--- config.mk ---
export PLATFORM = sky130hd
export DESIGN_NAME = dmux_xfer_arb
export DESIGN_NICKNAME = d
export VERILOG_FILES = /design/src/rtl/dmux_xfer_arb_pkg.sv /design/src/rtl/dmux_rr_pick.sv /design/src/rtl/dmux_xfer_arb.sv
export SDC_FILE = /design/constraint.sdc
export NUM_CORES = 1
export LEC_CHECK = 0
export ABC_AREA = 1
export BUFFER_PORTS_ARGS = -buffer_cell sky130_fd_sc_hd__clkbuf_2
export CORE_MARGIN = 4
export CORE_UTILIZATION = 40
export CTS_BUF_LIST = sky130_fd_sc_hd__clkbuf_4 sky130_fd_sc_hd__clkbuf_8 sky130_fd_sc_hd__clkbuf_16
export DETAILED_ROUTE_END_ITERATION = 10
export PLACE_DENSITY = 0.76
export SLEW_MARGIN = 20
export SYNTH_ARGS = -nofsm -noshare
export SYNTH_HDL_FRONTEND = slang
export SYNTH_HIERARCHICAL = 1
export SYNTH_SLANG_ARGS = --single-unit
--- constraint.sdc ---
create_clock -name clk_i -period 2.7 [get_ports clk_i]
set_input_delay 0.405 -clock clk_i [delete_from_list [all_inputs] [get_ports clk_i]]
set_output_delay 0.405 -clock clk_i [all_outputs]
set_load 0.01 [all_outputs]
--- src/rtl/dmux_xfer_arb_pkg.sv ---
// dmux_xfer_arb_pkg: state encoding, default sizes and index-width helper shared by the DMUX transfer arbiter
package dmux_xfer_arb_pkg;
  typedef enum logic [1:0] {IDLE, LAUNCH, HOLD} state_t;
  function automatic int idx_w(input int n);
    return (n > 1) ? $clog2(n) : 1;
  endfunction
  localparam int DEF_NUM_REQ = 4;
  localparam int DEF_GRANT_W = idx_w(DEF_NUM_REQ);
endpackage

--- src/rtl/dmux_rr_pick.sv ---
// dmux_rr_pick: combinational round-robin picker, first set request searching upward from i_ptr with wrap
module dmux_rr_pick
  import dmux_xfer_arb_pkg::*;
#(
  parameter int N = DEF_NUM_REQ,
  parameter int W = DEF_GRANT_W
) (
  input  logic [N-1:0] i_req,
  input  logic [W-1:0] i_ptr,
  output logic [N-1:0] o_gnt,
  output logic [W-1:0] o_idx,
  output logic         o_any
);
  logic [W-1:0] w_pos;
  always_comb begin
    o_gnt = '0;
    o_idx = '0;
    o_any = 1'b0;
    w_pos = '0;
    for (int k = 0; k < N; k++) begin
      w_pos = W'((int'(i_ptr) + k) % N);
      if (!o_any && i_req[w_pos]) begin
        o_any = 1'b1;
        o_idx = w_pos;
        o_gnt[w_pos] = 1'b1;
      end
    end
  end
endmodule

--- src/rtl/dmux_xfer_arb.sv ---
// dmux_xfer_arb: round-robin arbiter sharing one DMUX synchronizer between requesters.
// Optional ack timeout abort is enabled by defining DMUX_XFER_ARB_TIMEOUT_EN.
module dmux_xfer_arb
  import dmux_xfer_arb_pkg::*;
#(
  parameter int NUM_REQ        = DEF_NUM_REQ,
  parameter int DATA_WIDTH     = 39,
  parameter int HOLD_CYCLES    = 4,
  parameter int TIMEOUT_CYCLES = 64,
  localparam int GW = idx_w(NUM_REQ)
) (
  input  logic                          clk_i,
  input  logic                          reset,
  input  logic [NUM_REQ-1:0]            req_vld,
  input  logic [NUM_REQ*DATA_WIDTH-1:0] req_data,
  output logic [NUM_REQ-1:0]            req_rdy,
  output logic [DATA_WIDTH-1:0]         dmux_data,
  output logic                          dmux_vld,
  input  logic                          dmux_ack,
  output logic                          busy,
  output logic [GW-1:0]                 grant_id,
  output logic                          err_timeout
);
  localparam int HW = idx_w(HOLD_CYCLES);
  if (NUM_REQ < 1 || HOLD_CYCLES < 1 || TIMEOUT_CYCLES < 1) begin : g_bad_param
    $error("dmux_xfer_arb: parameters out of range");
  end
  state_t                r_state;
  logic [GW-1:0]         r_rr_ptr;
  logic [GW-1:0]         r_grant_id;
  logic [DATA_WIDTH-1:0] r_data;
  logic                  r_vld;
  logic                  r_ack_seen;
  logic [HW-1:0]         r_hold_cnt;
  logic [NUM_REQ-1:0]    w_gnt;
  logic [GW-1:0]         w_idx;
  logic                  w_any;
  logic                  w_ack;
  dmux_rr_pick #(.N(NUM_REQ), .W(GW)) u_pick (
    .i_req (req_vld),
    .i_ptr (r_rr_ptr),
    .o_gnt (w_gnt),
    .o_idx (w_idx),
    .o_any (w_any)
  );
  assign w_ack     = r_ack_seen || dmux_ack;
  assign req_rdy   = (r_state == IDLE) ? w_gnt : '0;
  assign dmux_data = r_data;
  assign dmux_vld  = r_vld;
  assign grant_id  = r_grant_id;
  assign busy      = (r_state != IDLE);
`ifdef DMUX_XFER_ARB_TIMEOUT_EN
  localparam int TW = idx_w(TIMEOUT_CYCLES);
  logic [TW-1:0] r_to_cnt;
  logic          r_err;
  assign err_timeout = r_err;
`else
  assign err_timeout = 1'b0;
`endif
  always_ff @(posedge clk_i or posedge reset) begin
    if (reset) begin
      r_state    <= IDLE;
      r_rr_ptr   <= '0;
      r_grant_id <= '0;
      r_data     <= '0;
      r_vld      <= 1'b0;
      r_ack_seen <= 1'b0;
      r_hold_cnt <= '0;
`ifdef DMUX_XFER_ARB_TIMEOUT_EN
      r_to_cnt   <= '0;
      r_err      <= 1'b0;
`endif
    end else begin
      r_vld <= 1'b0;
`ifdef DMUX_XFER_ARB_TIMEOUT_EN
      r_err <= 1'b0;
`endif
      case (r_state)
        IDLE: if (w_any) begin
          r_data     <= req_data[int'(w_idx)*DATA_WIDTH +: DATA_WIDTH];
          r_grant_id <= w_idx;
          r_rr_ptr   <= GW'((int'(w_idx) + 1) % NUM_REQ);
          r_vld      <= 1'b1;
          r_state    <= LAUNCH;
        end
        LAUNCH: begin
          r_hold_cnt <= HW'(HOLD_CYCLES - 1);
          r_ack_seen <= dmux_ack;
`ifdef DMUX_XFER_ARB_TIMEOUT_EN
          r_to_cnt   <= '0;
`endif
          r_state    <= HOLD;
        end
        HOLD: begin
          r_ack_seen <= w_ack;
          if (r_hold_cnt == '0 && w_ack) r_state <= IDLE;
          else if (r_hold_cnt != '0) r_hold_cnt <= r_hold_cnt - 1'b1;
`ifdef DMUX_XFER_ARB_TIMEOUT_EN
          // abort only while no ack has ever been seen; rr_ptr already moved past this requester
          if (!w_ack) begin
            if (r_to_cnt == TW'(TIMEOUT_CYCLES - 1)) begin
              r_state <= IDLE;
              r_err   <= 1'b1;
            end else r_to_cnt <= r_to_cnt + 1'b1;
          end
`endif
        end
        default: r_state <= IDLE;
      endcase
    end
  end
endmodule

==> reports/metrics.cfg <==
[clock_network]
clock_sinks=49
cts-buffers-inserted=5
post_cts_buffers=0
clk_latency_ns=0.30
tritoncts=done
path_clk_slew_ns=0.09
h-tree-depth=2
cts_buffer_depth=2
postCtsHoldBufs=0
root_buffer=clkbuf_8
cts-resized-gates=0

[placed_design]
place_hpwl_um=9750
pre_cts_slack_ns=0.297
dp_cells=1086
port_buffers=209
gp_congestion=0.957

[final_layout]
drive_above_1_share_pct=26.3
multiInputGateArea_sq_um=2200
areaGrowthSynthToFinish_pct=29.9
fin_nets=1130
register_area_sq_um=1230
diodes=0
post_layout_nonfiller_instances=1094
num-fill-cells=1120

[sta]
finalSetupTns_ns=0
setup_viol=0
fin_crit_ns=2.49
finalCritPeriodShare_pct=92.3
clock_skew_ns=0.00469
slew_headroom_pct=58.0
hold_violations=0
slew_viol_final=0
clock.fmax_mhz=401
tightest_slew_ns=0.629
holdWs_ns=0.157
worst_slack_ns=0.207
rsz0062_at_grt=false

[die]
start_util_pct=41.3
fp.dieH_um=112
die_area_sq_um=12400
core_area_sq_um=10400
io_pins=211
rows=37
die_x_um=112

[synthesis]
async_flop_share_pct=100
seq_area_frac_synth_pct=28.6
synth_edf_count=0
synth_cell_types=23
syn_inst=761
syn-num-nets=934
synth_warnings=6
synth_ff_type=dfrtp_1
netlist_area_sq_um=4290
syn_area_per_cell_sq_um=5.63
synth_seq_cells=49

[worst_setup_path]
max_stage_delay_ns=0.39
cp-end-kind=primary output
critical_path.top_delay_family=buffers and inverters
crit_path_top_delay_cell=dfrtp_1
cp-start-kind=register
required_ns=2.30
critPathMaxFanout=9
rrSetupSlack_ns=0.39
crit_type=reg -> out
cp.arrival_ns=2.09
path_buf_inv=5
crit_chain=inv_2, ha_4, inv_1, nand3_1, nand2_1, nor2_1, buf_4, a21oi_1, nand3_1, nand2_1, inv_1, clkbuf_2

[grt]
grt_pass1_vias=4706
grt_max_degree=48
grt_pass1_wl_um=21300
grt-ovfl-total=0
antenna_found_initial=0
grtUsageTotal_pct=20.3

[power_and_ir_drop]
clock_power_share_pct=5.1
vdd_drop_max_mv=0.745
internal_power_mw=3.72
power_switching_mw=4.72
p_comb_share_pct=78.8
sw_frac_of_total_pct=55.9
p_per_area_nw_per_um2=1520
pwr-share-seq_pct=16.1
leakagePower_nw=3.89

[detailed_routing]
wl_per_cell_um=11.4
ant_nets=0
drt-pass1-iter-count=4
drt-total-wl_um=12500
drtIter0Drc=246
dr_total_vias=4970
drc=0
avgViaCountPerCell=4.54

[run]
max_cap_violations=0

[outcome]
outcome=complete, no violations

[worst_hold_path]
hold_path_class=in -> async

layer usage:
| metal | global-route usage [%] | routed length (um) | up-vias |
|---|---|---|---|
| li1 | - | - | 2598 |
| met5 | 0 | 0 | - |
| met3 | 4.40 | 866 | 21 |
| met2 | 35.2 | 6070 | 168 |
| met1 | 25.3 | 5270 | 2183 |
| met4 | 5.92 | 265 | 0 |
synthesized netlist by cell type (all sizes together) (2+ instances only):
| cell type | instances | area, sq um |
|---|---|---|
| a21boi | 4 | 30.0 |
| a21oi | 8 | 40.0 |
| buf | 35 | 199 |
| clkbuf | 2 | 7.51 |
| dfrtp | 49 | 1230 |
| ha | 10 | 125 |
| inv | 182 | 683 |
| nand2 | 354 | 1350 |
| nand3 | 95 | 493 |
| nand4 | 9 | 56.3 |
| nor2 | 4 | 22.5 |
| o21ai | 6 | 30.0 |
power groups by stage:
stage               registers, mW  logic [mW]  clock network [mW]
finish                       1.36        6.65               0.431
global route                 1.41        7.72               0.483
detailed placement           1.36        6.69                   0
global placement             1.37        6.60                   0
floorplan                    1.51        4.86                   0
CTS                          1.36        6.70               0.447
final timing paths:
path                                from             to  depth (start not counted)
max                          r_rr_ptr[0]     req_rdy[3]                         12
min                                reset  dmux_data[32]                          2
max reg2reg                  r_rr_ptr[0]  dmux_data[19]                         14
min reg2reg                dmux_data[15]  dmux_data[15]                          2
max in group asynchronous          reset  dmux_data[13]                          3
min in group clk_i              dmux_ack     r_ack_seen                          3
cells in the final DEF, fill, tap and decap left out, types with 3 or more instances in the layout:
cell,count
nand3_1,91
inv_1,179
nand2_2,8
buf_4,15
inv_2,3
a21boi_0,4
nand2_1,345
nor2_1,3
a21oi_1,8
o21ai_0,6
clkbuf_2,209
nand4_1,9
ha_1,9
dfrtp_1,49
clkbuf_8,5
registers in the layout, summed over array words and instances (netlist names):
signal / cells
r_hold_cnt: 2
r_rr_ptr: 2
r_state: 2
dmux_vld: 1
grant_id: 2
r_ack_seen: 1
dmux_data: 39
cell type report:
class,count,share of cell area [%]
multi-input cells,493,39.6
inverters,182,12.3
clock buffers,6,1.37
flip-flops and latches,49,22.0
well taps,136,3.06
clock inverters,2,0.180
repair buffers,226,21.5
worst register-to-register path, cell delays in order, from the launching register on:
cell     delay (ns)
dfrtp_1        0.36
inv_2          0.11
ha_4           0.31
inv_1          0.07
nand2_1        0.08
nand2_2        0.06
nor2_4         0.23
nand3_1        0.18
nand3_4        0.14
buf_4          0.30
nand2_1        0.12
nand3_1        0.10
nand2_1        0.06
nand2_1        0.05
nand2_1        0.05
per-stage QoR:
| stage | area [sq um] | utilization, % | total power, mW |
|---|---|---|---|
| floorplan | 4290 | - | 6.37 |
| global placement | 5470 | 52.8 | 7.98 |
| detailed placement | 5470 | 52.8 | 8.05 |
| CTS | 5560 | 53.6 | 8.50 |
| global route | 5570 | 53.7 | 9.62 |
| finish | 5570 | 53.7 | 8.44 |
kinds of logic (layout without fill, tap and decap cells):
kind of cell | Yosys count | in the layout | synth area share, %
flops | 49 | 49 | 28.6
buf+inv | 219 | 416 | 20.7
other cells | 1 | 1 | 0.0875
fa+ha+maj | 10 | 10 | 2.92
compound gates | 19 | 19 | 2.54
simple gates | 462 | 462 | 44.9
xor+xnor | 1 | 1 | 0.204
(Power assumes the default switching activity.)
